File: src/rtl/uc_secuencial.sv
// Sequencing control unit for the single-cycle CPU datapath: decodes the opcode into
// datapath strobes and adds the input-port handshake, bounded wait, HALT/resume and retired count.
module uc_secuencial #(
  parameter int unsigned IN_TIMEOUT = 255,
  parameter int unsigned CNT_W      = 16
) (
  input  logic             clk,
  input  logic             reset,
  input  logic [5:0]       opcode,
  input  logic             z,
  input  logic             in_valid,
  input  logic             run,
  output logic             s_inc,
  output logic             s_mux_alu,
  output logic             s_mux_datos,
  output logic             we3,
  output logic             wez,
  output logic [2:0]       op_alu,
  output logic             pc_en,
  output logic             in_ack,
  output logic             halted,
  output logic             in_timeout,
  output logic [CNT_W-1:0] retired
);

  localparam int unsigned WAIT_W  = (IN_TIMEOUT > 1) ? $clog2(IN_TIMEOUT) : 1;
  localparam int unsigned TO_LAST = (IN_TIMEOUT == 0) ? 0 : IN_TIMEOUT - 1;
  localparam bit          TO_EN   = (IN_TIMEOUT != 0);

  localparam logic [5:0] OP_LOAD_IN = 6'b01_0000;
  localparam logic [5:0] OP_J       = 6'b10_0000;
  localparam logic [5:0] OP_JZ      = 6'b10_0001;
  localparam logic [5:0] OP_JNZ     = 6'b10_0010;
  localparam logic [5:0] OP_HALT    = 6'b11_1111;

  typedef enum logic [1:0] {
    ST_RUN     = 2'd0,
    ST_WAIT_IN = 2'd1,
    ST_HALTED  = 2'd2
  } state_t;

  state_t              r_state;
  state_t              w_state_nxt;
  logic [WAIT_W-1:0]   r_wait_cnt;
  logic [CNT_W-1:0]    r_retired;
  logic                r_in_timeout;
  logic                w_timeout;
  logic                w_load_stall;

  // Input device never answered within the allowed window; in_valid wins if it arrives now.
  assign w_timeout    = TO_EN && (r_state == ST_WAIT_IN) && !in_valid &&
                        (r_wait_cnt == WAIT_W'(TO_LAST));
  assign w_load_stall = (r_state == ST_RUN) && (opcode == OP_LOAD_IN) && !in_valid;

  // State register
  always_ff @(posedge clk) begin
    if (reset) r_state <= ST_RUN;
    else       r_state <= w_state_nxt;
  end

  // Next-state logic
  always_comb begin
    w_state_nxt = r_state;
    case (r_state)
      ST_RUN: begin
        if (w_load_stall)            w_state_nxt = ST_WAIT_IN;
        else if (opcode == OP_HALT)  w_state_nxt = ST_HALTED;
      end
      ST_WAIT_IN: begin
        if (in_valid || w_timeout)   w_state_nxt = ST_RUN;
      end
      ST_HALTED: begin
        if (run)                     w_state_nxt = ST_RUN;
      end
      default:                       w_state_nxt = ST_RUN;
    endcase
  end

  // Mealy output decode; reset forces a quiet, non-advancing datapath
  always_comb begin
    s_inc       = 1'b1;
    s_mux_alu   = 1'b0;
    s_mux_datos = 1'b0;
    we3         = 1'b0;
    wez         = 1'b0;
    op_alu      = 3'b000;
    pc_en       = 1'b1;
    in_ack      = 1'b0;
    halted      = 1'b0;
    if (reset) begin
      pc_en = 1'b0;
    end else begin
      case (r_state)
        ST_RUN: begin
          if (opcode[5:4] == 2'b00) begin
            op_alu    = opcode[2:0];
            s_mux_alu = opcode[3];
            we3       = 1'b1;
            wez       = 1'b1;
          end else begin
            case (opcode)
              OP_LOAD_IN: begin
                if (in_valid) begin
                  we3         = 1'b1;
                  s_mux_datos = 1'b1;
                  in_ack      = 1'b1;
                end else begin
                  pc_en = 1'b0;
                end
              end
              OP_J:    s_inc = 1'b0;
              OP_JZ:   s_inc = ~z;
              OP_JNZ:  s_inc = z;
              OP_HALT: pc_en = 1'b0;
              default: ;
            endcase
          end
        end
        ST_WAIT_IN: begin
          if (in_valid) begin
            we3         = 1'b1;
            s_mux_datos = 1'b1;
            in_ack      = 1'b1;
          end else if (!w_timeout) begin
            pc_en = 1'b0;
          end
        end
        ST_HALTED: begin
          halted = 1'b1;
          pc_en  = run;
        end
        default: pc_en = 1'b0;
      endcase
    end
  end

  // Wait counter, sticky timeout flag and retired-instruction counter
  always_ff @(posedge clk) begin
    if (reset) begin
      r_wait_cnt   <= '0;
      r_retired    <= '0;
      r_in_timeout <= 1'b0;
    end else begin
      if (w_load_stall)
        r_wait_cnt <= '0;
      else if ((r_state == ST_WAIT_IN) && !in_valid)
        r_wait_cnt <= r_wait_cnt + WAIT_W'(1);
      if (pc_en)
        r_retired <= r_retired + CNT_W'(1);
      if (w_timeout)
        r_in_timeout <= 1'b1;
    end
  end

  assign in_timeout = r_in_timeout;
  assign retired    = r_retired;

endmodule

File: config.mk
export PLATFORM = sky130hd
export DESIGN_NAME = uc_secuencial
export DESIGN_NICKNAME = d
export VERILOG_FILES = /design/src/rtl/uc_secuencial.sv
export SDC_FILE = /design/constraint.sdc
export NUM_CORES = 1
export LEC_CHECK = 0
export CAP_MARGIN = 20
export CORE_ASPECT_RATIO = 1.5
export CORE_MARGIN = 1
export CORE_UTILIZATION = 56
export CTS_BUF_LIST = sky130_fd_sc_hd__clkbuf_16
export DETAILED_ROUTE_END_ITERATION = 7
export DONT_BUFFER_PORTS = 1
export HOLD_SLACK_MARGIN = 0.06
export PLACE_DENSITY_LB_ADDON = 0.1
export SYNTH_ARGS = -nofsm -noshare
export SYNTH_HDL_FRONTEND = slang
export SYNTH_SLANG_ARGS = --single-unit
File: constraint.sdc
create_clock -name clk -period 1.8 [get_ports clk]
set_input_delay 0.36 -clock clk [delete_from_list [all_inputs] [get_ports clk]]
set_output_delay 0.36 -clock clk [all_outputs]
set_load 0.02 [all_outputs]
==> reports/summary.txt <==
Mapped Area: 1660 µm²
Core area: 2730 µm²
Area growth syn-to-layout: 37.0%
PwrDens: 559 nW/µm²
Max Clk Rate: 518 MHz
Final ANT Viol Nets: 0
Count of state elements after synthesis: 27
FF-to-FF path depth: 6
Clk_skew: 0.00285 ns
FF-to-FF setup slack: -0.03 ns
Die Ht: 68.6 µm
# port buffers: 0
Crit-path max FO: 5
Worst min path class: in -> reg
Worst path arrival time: 1.57 ns
Multi-input gate area: 1210 µm²
Detailed-route DRC error count: 0
Status: finished with violations
Chip Width: 46.4 µm
Post-synth top area share: 32.6%
Rows: 23
Largest net degree at the start of global routing: 38
CTS H-tree lvls: 1
Number of antenna violations at the first check in global routing: 0
Ys async rst share: 0%
Max_slew headroom: 74.6%
Placed Area: 1950 µm²
Layout cells sized above 1: 42.7%
Worst hold slack: 0.162 ns
Worst hold stages: 1
Max Slew Vio Count: 0
Vias in the first global route: 1547
Clk slew on worst S/H paths: 0.07 ns
DRT Pass-1 Iters: 4
Clock Path Buffers: 2
Effective utilization at floorplan: 60.6%
YS warnings: 0
Top cell type by total area after synthesis: dfxtp_1
Root Driver: clkbuf_16
Finished Cell Area: 2270 µm²
Antenna diode count: 0
Total Wirelength: 4440 µm
Syn nets: 200
Global-route wire length before repair: 6160 µm
Skew-Pair Late Insertion Delay: 0.26 ns
Sum Neg Setup Slack: -0.591 ns
Synth Instances: 186
Gr usage total: 26.2%
Most frequent cells in the layout: 32 x buf_4, 26 x nor2_1, 25 x dfxtp_1, 14 x nor2b_1, 12 x nand4_1
Number of distinct library cells after synthesis: 43
Cts bufs inserted: 3
Slew @ Worst Pin: 0.381 ns
Final Cycle Share: 107%
Max_cap viols: 0
FF+latch area: 543 µm²
Clk sinks: 27
Via count: 1564
Gr ovfl total: 0
EDFF count, synth: 0
Setup crit end kind: primary output
Initial drt markers: 36
Vias per inst: 5.92
Fillers: 161
Hold Startpoint: in_valid
Sequential share of the synthesized area: 32.6%
Synth Flop Type: dfxtp_1
Hold Path End: r_state[0]$_SDFFE_PP0P_
Min Tclk post-route: 1.93 ns
Final hold vios: 0
CP Launch Type: register
Peak VDD IR: 546 µV
RSZ-0062 raised after global routing: yes
Worst R2R Start: r_state[0]$_SDFFE_PP0P_
Io pins: 39
Class of the most critical setup path: reg -> out
Largest cells by area after synthesis: dfxtp_1 33%, mux2_4 6.3%, nor2_1 5.9%, nor2b_1 5.3%, nand4_1 4.5%
CTS tree: done
Place WS: -0.0851 ns
Leading cell type in the layout, fill and taps excluded: buf_4
P_leak: 0.000907 µW
WL/cell: 16.8 µm
Final setup viols: 17
Final worst setup slack: -0.131 ns
Crit Reg-Reg Endpoint: retired[5]$_SDFFE_PP0P_
Critical Path RT: 1.44 ns
Post-DP HPWL: 2870 µm
Total Power: 1270 µW
Syn Area/Cell: 8.91 µm²
Failing checks: negative setup slack
Routability-driven placement congestion ratio: 0.788
Die area: 3190 µm²
Nets: 242
==> power by group <==
group	total [µW]	internal, µW	switching [µW]
Combinational	158	71.1	87.2
Sequential	611	604	6.49
Clock	500	297	203
Total	1270	973	297
==> flip-flops by register name, summed over array words and instances, names as in the netlist <==
name        cells
r_wait_cnt      8
retired        16
r_state         2
in_timeout      1
==> cell families after synthesis <==
kind of cell,Yosys count,synth area share (%)
adder cells (fa/ha/maj),3,2.26
XOR/XNOR,6,3.17
AND/OR/NAND/NOR,91,30.3
buffers and inverters,12,4.08
AO/OA/AOI/OAI,32,15.9
flip-flops,27,32.6
multiplexers,15,11.7
==> critical path, cell delays in order, from the launching register on <==
cell	delay, ns
dfxtp_2	0.33
or2_4	0.27
a2bb2oi_4	0.21
a22oi_4	0.36
a21oi_4	0.14
==> stage by stage <==
step | instances | utilization, %
final | 264 | 83.1
after detailed placement | 248 | 71.2
after global placement | 248 | 71.2
after floorplan | 186 | -
after global routing | 264 | 83.1
after CTS | 258 | 76.8
==> synthesized netlist by cell type (4+ instances only) <==
cell	n
o21ai_0	4
xor2_1	4
nor2b_1	14
a21oi_2	7
inv_1	4
nor3_1	6
a21oi_1	6
mux2_4	7
a211oi_1	7
dfxtp_1	27
nand2_1	7
nor2_1	26
nand3_1	6
clkbuf_1	5
mux2_1	6
nand4_1	12
and2_1	5
and3_1	4
==> how the worst max path moves through the flow <==
| stage | startpoint | end | slack, ns | cells after the start |
|---|---|---|---|---|
| finish | r_state[0]$_SDFFE_PP0P_ | pc_en | -0.13 | 4 |
| global route | r_state[0]$_SDFFE_PP0P_ | pc_en | -0.15 | 4 |
| CTS | r_state[0]$_SDFFE_PP0P_ | pc_en | -0.12 | 5 |
| detailed placement | r_state[0]$_SDFFE_PP0P_ | retired[5]$_SDFFE_PP0P_ | -0.09 | 6 |
| global placement | r_state[0]$_SDFFE_PP0P_ | retired[15]$_SDFFE_PP0P_ | -0.03 | 6 |
| floorplan | r_state[1]$_SDFFE_PP0P_ | pc_en | 0.02 | 5 |
==> repair_timing <==
action,in CTS,in global routing
cloned,0,2
hold buffers,0,0
buffers inserted,6,6
resized for setup,13,30
pin swaps,8,13
endpoints found under the setup margin,14,23
==> layer usage <==
layer	global-route usage, %	vias to the layer above	share of wire [%]
met5	0	-	0
met4	12.5	0	1.3
met3	4.17	9	3.6
met2	50.5	41	57
met1	25.2	757	38
li1	-	757	-
==> layout make-up <==
cell class | count | area share [%]
flip-flops and latches | 27 | 23.9
inverters | 4 | 0.661
repair buffers | 43 | 16.4
clock buffers | 3 | 3.31
multi-input cells | 149 | 53.5
clock inverters | 1 | 0.165
well taps | 37 | 2.04
Note: power is estimated with default switching activity, not from simulation.
